<file path="src/rtl/shift_accum_sequencer_if.sv">
// Signal bundle around the shift-accumulate sequencer: run control, pixel
// input, the RAM request/result path and the readout code stream.
//
// Readout stream handshake (code_*): a word transfers on every cycle where
// code_valid_out && code_ready_in. Once code_valid_out is high, the payload
// (code_out, code_addr_out) holds until that transfer. Valid never waits on
// ready.
interface shift_accum_sequencer_if #(
  parameter int WIDTH = 8,
  parameter int AW    = 16,
  parameter int FW    = 4
);
  // Run control
  logic             start_in;
  logic             abort_in;
  logic [7:0]       threshold_in;
  // Pixel stream
  logic             frame_start_in;
  logic             pixel_valid_in;
  logic [7:0]       pixel_luma_in;
  logic [AW-1:0]    pixel_addr_in;
  // RAM request
  logic [AW-1:0]    addr_out;
  logic             summand_out;
  logic             request_type_out;
  logic             request_valid_out;
  // RAM result
  logic             result_valid_in;
  logic             result_type_in;
  logic [AW-1:0]    result_addr_in;
  logic [WIDTH-1:0] read_in;
  // Readout stream
  logic             code_valid_out;
  logic             code_ready_in;
  logic [WIDTH-1:0] code_out;
  logic [AW-1:0]    code_addr_out;
  // Status and debug
  logic             busy_out;
  logic [FW-1:0]    frame_count_out;
  logic [2:0]       state_out;

  // Sequencer side
  modport master (
    input  start_in, abort_in, threshold_in,
    input  frame_start_in, pixel_valid_in, pixel_luma_in, pixel_addr_in,
    output addr_out, summand_out, request_type_out, request_valid_out,
    input  result_valid_in, result_type_in, result_addr_in, read_in,
    output code_valid_out, code_out, code_addr_out,
    input  code_ready_in,
    output busy_out, frame_count_out, state_out
  );

  // Environment side (pixel source, RAM, code consumer)
  modport slave (
    output start_in, abort_in, threshold_in,
    output frame_start_in, pixel_valid_in, pixel_luma_in, pixel_addr_in,
    input  addr_out, summand_out, request_type_out, request_valid_out,
    output result_valid_in, result_type_in, result_addr_in, read_in,
    input  code_valid_out, code_out, code_addr_out,
    output code_ready_in,
    input  busy_out, frame_count_out, state_out
  );
endinterface

</file>
<file path="src/rtl/shift_accum_sequencer.sv">
// Upstream controller for the shift-accumulate RAM. Captures WIDTH frames of
// thresholded pixels as WRITE requests, then sweeps the RAM with READ
// requests and streams {addr, code} out through a credit-limited skid FIFO.
module shift_accum_sequencer #(
  parameter int WIDTH   = 8,
  parameter int DEPTH   = 57600,
  parameter int CREDITS = 4
) (
  input logic                     clk_in,
  input logic                     rst_in,
  shift_accum_sequencer_if.master bus
);
  localparam int AW = $clog2(DEPTH);
  localparam int FW = $clog2(WIDTH + 1);
  localparam int CW = $clog2(CREDITS + 1);
  localparam int PW = (CREDITS > 1) ? $clog2(CREDITS) : 1;
  localparam int EW = AW + WIDTH;

  localparam logic [AW:0]    DEPTH_W   = (AW + 1)'(DEPTH);
  localparam logic [AW-1:0]  LAST_ADDR = AW'(DEPTH - 1);
  localparam logic [FW-1:0]  FRAMES    = FW'(WIDTH);
  localparam logic [CW:0]    CREDITS_W = (CW + 1)'(CREDITS);
  localparam logic [PW-1:0]  LAST_PTR  = PW'(CREDITS - 1);

  typedef enum logic [2:0] {
    S_IDLE    = 3'd0,
    S_ARM     = 3'd1,
    S_CAPTURE = 3'd2,
    S_DRAIN   = 3'd3,
    S_READOUT = 3'd4
  } state_t;

  typedef enum logic {
    REQ_READ  = 1'b0,
    REQ_WRITE = 1'b1
  } accum_request_t;

  state_t         state_q, state_d;
  logic [7:0]     thr_q, thr_d;
  logic [FW-1:0]  frame_cnt_q, frame_cnt_d;
  logic [1:0]     drain_cnt_q, drain_cnt_d;
  logic [AW-1:0]  rd_addr_q, rd_addr_d;
  logic           rd_done_q, rd_done_d;
  logic [CW-1:0]  inflight_q, inflight_d;

  logic           req_valid_q, req_valid_d;
  accum_request_t req_type_q, req_type_d;
  logic [AW-1:0]  req_addr_q, req_addr_d;
  logic           summand_q, summand_d;

  logic [EW-1:0]  fifo_mem_q [CREDITS];
  logic [EW-1:0]  fifo_mem_d [CREDITS];
  logic [PW-1:0]  wr_ptr_q, wr_ptr_d;
  logic [PW-1:0]  rd_ptr_q, rd_ptr_d;
  logic [CW-1:0]  fifo_cnt_q, fifo_cnt_d;

  logic           pix_ok;
  logic           pix_last;
  logic           capture_pix;
  logic [CW:0]    credit_sum;
  logic           issue;
  logic           push;
  logic           pop;
  logic [EW-1:0]  head;

  function automatic logic [PW-1:0] ptr_inc(input logic [PW-1:0] p);
    return (p == LAST_PTR) ? '0 : p + 1'b1;
  endfunction

  // Request and FIFO qualifiers derived from current state and inputs
  always_comb begin
    pix_ok      = bus.pixel_valid_in && ({1'b0, bus.pixel_addr_in} < DEPTH_W);
    pix_last    = (bus.pixel_addr_in == LAST_ADDR);
    // The pixel that carries frame_start_in is the first one captured; once
    // the last frame has been counted, stragglers are dropped.
    capture_pix = pix_ok &&
                  (((state_q == S_ARM) && bus.frame_start_in) ||
                   ((state_q == S_CAPTURE) && (frame_cnt_q != FRAMES)));
    credit_sum  = {1'b0, inflight_q} + {1'b0, fifo_cnt_q};
    // Every READ in flight already owns a FIFO slot, so the FIFO cannot overflow.
    issue       = (state_q == S_READOUT) && !rd_done_q && (credit_sum < CREDITS_W);
    // Only results for reads this run is waiting on are accepted; WRITE
    // results and leftovers from an aborted run fall through.
    push        = (state_q == S_READOUT) && bus.result_valid_in &&
                  (bus.result_type_in == REQ_READ) && (inflight_q != '0);
    pop         = (fifo_cnt_q != '0) && bus.code_ready_in;
    head        = fifo_mem_q[rd_ptr_q];
  end

  // Next-state logic for the sequencer FSM, request register and skid FIFO
  always_comb begin
    state_d     = state_q;
    thr_d       = thr_q;
    frame_cnt_d = frame_cnt_q;
    drain_cnt_d = drain_cnt_q;
    rd_addr_d   = rd_addr_q;
    rd_done_d   = rd_done_q;
    inflight_d  = inflight_q;
    req_valid_d = 1'b0;
    req_type_d  = REQ_READ;
    req_addr_d  = '0;
    summand_d   = 1'b0;
    fifo_mem_d  = fifo_mem_q;
    wr_ptr_d    = wr_ptr_q;
    rd_ptr_d    = rd_ptr_q;
    fifo_cnt_d  = fifo_cnt_q;

    if (push) begin
      fifo_mem_d[wr_ptr_q] = {bus.result_addr_in, bus.read_in};
      wr_ptr_d             = ptr_inc(wr_ptr_q);
    end
    if (pop) begin
      rd_ptr_d = ptr_inc(rd_ptr_q);
    end
    fifo_cnt_d = fifo_cnt_q + CW'(push) - CW'(pop);

    if (capture_pix) begin
      req_valid_d = 1'b1;
      req_type_d  = REQ_WRITE;
      req_addr_d  = bus.pixel_addr_in;
      summand_d   = (bus.pixel_luma_in >= thr_q);
      if (pix_last) begin
        frame_cnt_d = frame_cnt_q + 1'b1;
      end
    end

    unique case (state_q)
      S_IDLE: begin
        if (bus.start_in) begin
          state_d     = S_ARM;
          thr_d       = bus.threshold_in;
          frame_cnt_d = '0;
          rd_done_d   = 1'b0;
          inflight_d  = '0;
          wr_ptr_d    = '0;
          rd_ptr_d    = '0;
          fifo_cnt_d  = '0;
        end
      end
      S_ARM: begin
        if (capture_pix) begin
          state_d = S_CAPTURE;
        end
      end
      S_CAPTURE: begin
        if (frame_cnt_q == FRAMES) begin
          state_d     = S_DRAIN;
          drain_cnt_d = '0;
        end
      end
      S_DRAIN: begin
        // Three quiet cycles so the last WRITE lands before the first READ.
        drain_cnt_d = drain_cnt_q + 1'b1;
        if (drain_cnt_q == 2'd2) begin
          state_d   = S_READOUT;
          rd_addr_d = '0;
          rd_done_d = 1'b0;
        end
      end
      S_READOUT: begin
        if (issue) begin
          req_valid_d = 1'b1;
          req_type_d  = REQ_READ;
          req_addr_d  = rd_addr_q;
          if (rd_addr_q == LAST_ADDR) begin
            rd_done_d = 1'b1;
          end else begin
            rd_addr_d = rd_addr_q + 1'b1;
          end
        end
        inflight_d = inflight_q + CW'(issue) - CW'(push);
        if (rd_done_q && (inflight_q == '0) && (fifo_cnt_q == '0)) begin
          state_d = S_IDLE;
        end
      end
      default: state_d = S_IDLE;
    endcase

    // Abort wins over everything, including a same-cycle start.
    if (bus.abort_in) begin
      state_d     = S_IDLE;
      req_valid_d = 1'b0;
      req_type_d  = REQ_READ;
      req_addr_d  = '0;
      summand_d   = 1'b0;
      rd_done_d   = 1'b0;
      inflight_d  = '0;
      wr_ptr_d    = '0;
      rd_ptr_d    = '0;
      fifo_cnt_d  = '0;
    end
  end

  // State, request and FIFO registers
  always_ff @(posedge clk_in or negedge rst_in) begin
    if (!rst_in) begin
      state_q     <= S_IDLE;
      thr_q       <= '0;
      frame_cnt_q <= '0;
      drain_cnt_q <= '0;
      rd_addr_q   <= '0;
      rd_done_q   <= 1'b0;
      inflight_q  <= '0;
      req_valid_q <= 1'b0;
      req_type_q  <= REQ_READ;
      req_addr_q  <= '0;
      summand_q   <= 1'b0;
      fifo_mem_q  <= '{default: '0};
      wr_ptr_q    <= '0;
      rd_ptr_q    <= '0;
      fifo_cnt_q  <= '0;
    end else begin
      state_q     <= state_d;
      thr_q       <= thr_d;
      frame_cnt_q <= frame_cnt_d;
      drain_cnt_q <= drain_cnt_d;
      rd_addr_q   <= rd_addr_d;
      rd_done_q   <= rd_done_d;
      inflight_q  <= inflight_d;
      req_valid_q <= req_valid_d;
      req_type_q  <= req_type_d;
      req_addr_q  <= req_addr_d;
      summand_q   <= summand_d;
      fifo_mem_q  <= fifo_mem_d;
      wr_ptr_q    <= wr_ptr_d;
      rd_ptr_q    <= rd_ptr_d;
      fifo_cnt_q  <= fifo_cnt_d;
    end
  end

  assign bus.addr_out          = req_addr_q;
  assign bus.summand_out       = summand_q;
  assign bus.request_type_out  = req_type_q;
  assign bus.request_valid_out = req_valid_q;
  assign bus.code_valid_out    = (fifo_cnt_q != '0);
  assign bus.code_out          = head[WIDTH-1:0];
  assign bus.code_addr_out     = head[EW-1:WIDTH];
  assign bus.busy_out          = (state_q != S_IDLE);
  assign bus.frame_count_out   = frame_cnt_q;
  assign bus.state_out         = state_q;
endmodule
</file>
<file path="src/flat_wrapper.sv">
// flat-port wrapper written by rule: the top's interface ports become plain ports
module shift_accum_sequencer_flat 
#(
  parameter int WIDTH   = 8,
  parameter int DEPTH   = 57600,
  parameter int CREDITS = 4
)
  (clk_in, rst_in, bus_start_in, bus_abort_in, bus_threshold_in, bus_frame_start_in, bus_pixel_valid_in, bus_pixel_luma_in, bus_pixel_addr_in, bus_addr_out, bus_summand_out, bus_request_type_out, bus_request_valid_out, bus_result_valid_in, bus_result_type_in, bus_result_addr_in, bus_read_in, bus_code_valid_out, bus_code_out, bus_code_addr_out, bus_code_ready_in, bus_busy_out, bus_frame_count_out, bus_state_out);
  shift_accum_sequencer_if #(.WIDTH(WIDTH)) bus_i ();
  input logic clk_in;
  input logic rst_in;
  input wire logic [$bits(bus_i.start_in)-1:0] bus_start_in;
  input wire logic [$bits(bus_i.abort_in)-1:0] bus_abort_in;
  input wire logic [$bits(bus_i.threshold_in)-1:0] bus_threshold_in;
  input wire logic [$bits(bus_i.frame_start_in)-1:0] bus_frame_start_in;
  input wire logic [$bits(bus_i.pixel_valid_in)-1:0] bus_pixel_valid_in;
  input wire logic [$bits(bus_i.pixel_luma_in)-1:0] bus_pixel_luma_in;
  input wire logic [$bits(bus_i.pixel_addr_in)-1:0] bus_pixel_addr_in;
  output wire logic [$bits(bus_i.addr_out)-1:0] bus_addr_out;
  output wire logic [$bits(bus_i.summand_out)-1:0] bus_summand_out;
  output wire logic [$bits(bus_i.request_type_out)-1:0] bus_request_type_out;
  output wire logic [$bits(bus_i.request_valid_out)-1:0] bus_request_valid_out;
  input wire logic [$bits(bus_i.result_valid_in)-1:0] bus_result_valid_in;
  input wire logic [$bits(bus_i.result_type_in)-1:0] bus_result_type_in;
  input wire logic [$bits(bus_i.result_addr_in)-1:0] bus_result_addr_in;
  input wire logic [$bits(bus_i.read_in)-1:0] bus_read_in;
  output wire logic [$bits(bus_i.code_valid_out)-1:0] bus_code_valid_out;
  output wire logic [$bits(bus_i.code_out)-1:0] bus_code_out;
  output wire logic [$bits(bus_i.code_addr_out)-1:0] bus_code_addr_out;
  input wire logic [$bits(bus_i.code_ready_in)-1:0] bus_code_ready_in;
  output wire logic [$bits(bus_i.busy_out)-1:0] bus_busy_out;
  output wire logic [$bits(bus_i.frame_count_out)-1:0] bus_frame_count_out;
  output wire logic [$bits(bus_i.state_out)-1:0] bus_state_out;
  assign bus_i.start_in = bus_start_in;
  assign bus_i.abort_in = bus_abort_in;
  assign bus_i.threshold_in = bus_threshold_in;
  assign bus_i.frame_start_in = bus_frame_start_in;
  assign bus_i.pixel_valid_in = bus_pixel_valid_in;
  assign bus_i.pixel_luma_in = bus_pixel_luma_in;
  assign bus_i.pixel_addr_in = bus_pixel_addr_in;
  assign bus_addr_out = bus_i.addr_out;
  assign bus_summand_out = bus_i.summand_out;
  assign bus_request_type_out = bus_i.request_type_out;
  assign bus_request_valid_out = bus_i.request_valid_out;
  assign bus_i.result_valid_in = bus_result_valid_in;
  assign bus_i.result_type_in = bus_result_type_in;
  assign bus_i.result_addr_in = bus_result_addr_in;
  assign bus_i.read_in = bus_read_in;
  assign bus_code_valid_out = bus_i.code_valid_out;
  assign bus_code_out = bus_i.code_out;
  assign bus_code_addr_out = bus_i.code_addr_out;
  assign bus_i.code_ready_in = bus_code_ready_in;
  assign bus_busy_out = bus_i.busy_out;
  assign bus_frame_count_out = bus_i.frame_count_out;
  assign bus_state_out = bus_i.state_out;
  shift_accum_sequencer #(.WIDTH(WIDTH), .DEPTH(DEPTH), .CREDITS(CREDITS)) u_core (.clk_in(clk_in), .rst_in(rst_in), .bus(bus_i));
endmodule
</file>
<file path="config.mk">
export PLATFORM = sky130hd
export DESIGN_NAME = shift_accum_sequencer_flat
export DESIGN_NICKNAME = d
export VERILOG_FILES = /design/src/rtl/shift_accum_sequencer_if.sv /design/src/rtl/shift_accum_sequencer.sv /design/src/flat_wrapper.sv
export SDC_FILE = /design/constraint.sdc
export NUM_CORES = 1
export LEC_CHECK = 0
export CAP_MARGIN = 20
export CORE_UTILIZATION = 30
export CTS_CLUSTER_SIZE = 20
export DETAILED_ROUTE_END_ITERATION = 8
export SYNTH_ARGS = -nofsm -noshare
export SYNTH_HDL_FRONTEND = slang
export SYNTH_SLANG_ARGS = --single-unit
</file>
<file path="constraint.sdc">
create_clock -name clk_in -period 8.8 [get_ports clk_in]
set_input_delay 0.88 -clock clk_in [delete_from_list [all_inputs] [get_ports clk_in]]
set_output_delay 0.88 -clock clk_in [all_outputs]
set_load 0.01 [all_outputs]
</file>
==> flow_metrics.tcl <==
set metrics [dict create \
    fp.dieArea_um2 25600 \
    fin_setup_tns_ns 0 \
    dpl_cell_area_um2 8980 \
    layout_common_cells "158 x dfrtp_1, 115 x clkdlybuf4s50_1, 91 x mux2_1, 53 x nor2_1, 30 x nand2_1" \
    drcViolationCount 0 \
    leakagePower_nw 4.47 \
    path_max_fanout 27 \
    synth_flop_cell "dfrtp_1" \
    cts_buffers 17 \
    drt_pass1_iterations 4 \
    finish.utilization_pct 39.3 \
    globalRouteOverflowTotal 0 \
    io_pins 117 \
    die_h_um 160 \
    peakVddDrop_mv 0.0911 \
    finClkSkew_ns 0.0151 \
    ys_seq_area_share_pct 53.1 \
    yosysWarningCount 0 \
    die_width_um 160 \
    grt_start_max_net_pins 107 \
    rsz0062_at_grt "no" \
    yosys-top-cells-area "dfrtp_1 53%, mux2_1 14%, mux4_2 7.2%" \
    holdCritPathClass "input port to async pin" \
    ys_ff_latch 159 \
    drtAntennaViolNets 0 \
    ys_types 50 \
    end_kind "output pin" \
    critPathRequiredTime_ns 7.92 \
    synth_nets 671 \
    fin_area_um2 9600 \
    wl_per_cell_um 16.2 \
    cts.sinks 159 \
    cts.clk_slew.worst_paths_ns 0.07 \
    drv_slew 0 \
    dr_total_vias 4947 \
    wirelength_um 16700 \
    syn_to_final_growth_pct 28.0 \
    cts_resized 0 \
    synth_top_area_share_pct 53.1 \
    period_minus_slack_ns 3.45 \
    drive_gt1_share_pct 11.8 \
    setup_viol 0 \
    relSlewSlack_pct 32.3 \
    clk_latency_ns 0.43 \
    final_nets 780 \
    synth_area_per_cell_um2 12.9 \
    antenna_found_initial 1 \
    tritoncts "built" \
    dp_cells 996 \
    post-cts-setup-buffers 0 \
    synth_area_leader_cell "dfrtp_1" \
    first_iter_violations 230 \
    cellPowerDensity_nw_per_um2 172 \
    h-tree-depth 4 \
    portBuffers 116 \
    rows 57 \
    hold_viol_final 0 \
    post-dp-hpwl_um 11000 \
    track_usage_pct 13.9 \
    cts_root_buffer "clkbuf_16" \
    fin_total_pwr_mw 1.65 \
    finalCritPeriodShare_pct 39.2 \
    grt_pass1_vias 5185 \
    reg2reg_depth 10 \
    layout.cells.most_common "dfrtp_1" \
    cp.arrival_ns 2.57 \
    tightest_slew_ns 1.01 \
    antenna_cells 0 \
    grt_pass1_wl_um 27800 \
    fmax_mhz 290 \
    status "complete, no violations" \
    crit_type "register to output pin" \
    initial_utilization_pct 30.7 \
    async_flop_share_pct 100 \
    place_congestion 0.784 \
    maxCapViolCount 0 \
    synth_cells 583 \
    cp-start-kind "register" \
    synth_edf_count 0 \
    postCtsHoldBufs 0 \
    clk_path_buf_depth 2 \
    coreArea_um2 24400 \
    syn-cell-area_um2 7500 \
    instances_no_fill 1029 \
    via_per_inst 4.81 \
]
flip-flops by register name (all words and copies together), names as in the netlist, 3 cells and up:
register and count:
u_core.bus.state_out 3, u_core.rd_addr_q 16, u_core.thr_q 8, u_core.fifo_cnt_q 3
u_core.bus.frame_count_out 4, u_core.inflight_q 3, u_core.fifo_mem_q 96, u_core.bus.addr_out 16
kinds of logic after synthesis:
| group | after synthesis | share of synthesized area (%) |
|---|---|---|
| fa+ha+maj | 23 | 4.04 |
| buf+inv | 53 | 2.85 |
| mux | 126 | 22.5 |
| flops | 159 | 53.1 |
| xor+xnor | 15 | 1.75 |
| compound gates | 60 | 5.27 |
| simple gates | 147 | 10.5 |
worst paths after layout:
kind,startpoint,end,slack [ns]
worst max-delay path,u_core.rd_ptr_q[0],bus_code_addr_out[15],5.35
worst min-delay path,rst_in,u_core.fifo_mem_q[88],0.39
worst max register to register,u_core.bus.state_out[2],u_core.inflight_q[2],5.40
worst min register to register,u_core.fifo_mem_q[38],u_core.fifo_mem_q[38],0.49
max in group asynchronous,rst_in,u_core.rd_ptr_q[0],6.95
min in group clk_in,u_core.fifo_mem_q[38],u_core.fifo_mem_q[38],0.49
cell usage after synthesis, types with 5 or more instances:
| library cell | instances |
|---|---|
| mux2_2 | 6 |
| xnor2_1 | 7 |
| mux2i_1 | 5 |
| nand2_1 | 30 |
| dfrtp_1 | 159 |
| nand3_1 | 6 |
| nor3_1 | 8 |
| ha_1 | 21 |
| inv_1 | 21 |
| a21oi_1 | 9 |
| a22oi_1 | 18 |
| clkbuf_1 | 19 |
| mux2_1 | 91 |
| nand4_1 | 6 |
| mux4_2 | 24 |
| xor2_1 | 8 |
| o211ai_1 | 6 |
| o21ai_0 | 18 |
| nor2_1 | 53 |
| buf_2 | 9 |
| or4_1 | 6 |
layer usage:
metal | track usage [%] | vias to the layer above | part of all wire (%)
met3 | 3.30 | 20 | 4.7
met4 | 4.20 | 2 | 1.4
li1 | - | 2320 | -
met5 | 0 | - | 0.078
met1 | 18.6 | 2487 | 46
met2 | 22.4 | 118 | 48
power by group:
group / internal (mW) / switching (mW) / total (mW)
Combinational: 0.0761 / 0.0735 / 0.150
Sequential: 0.747 / 0.0216 / 0.769
Clock: 0.407 / 0.323 / 0.731
critical path: stages, from the launching register on:
cell	delay [ns]
dfrtp_2	1.00
mux4_2	0.64
clkdlybuf4s50_1	0.50
final cells by class:
type | instances | area, um2
Clock buffer | 18 | 439
Clock inverter | 14 | 149
Fill cell | 2338 | 14800
Inverter | 21 | 78.8
Multi-Input combinational cell | 371 | 3320
Sequential cell | 159 | 3980
Tap cell | 324 | 405
Timing Repair Buffer | 122 | 1230
stage by stage:
step / setup WS (ns) / hold WS [ns]
after detailed placement: 5.42 / 0.475
after global placement: 5.48 / 0.467
after global routing: 5.15 / 0.420
after CTS: 5.26 / 0.492
after floorplan: 5.92 / 0.454
final: 5.35 / 0.390
(Power assumes the default switching activity.)
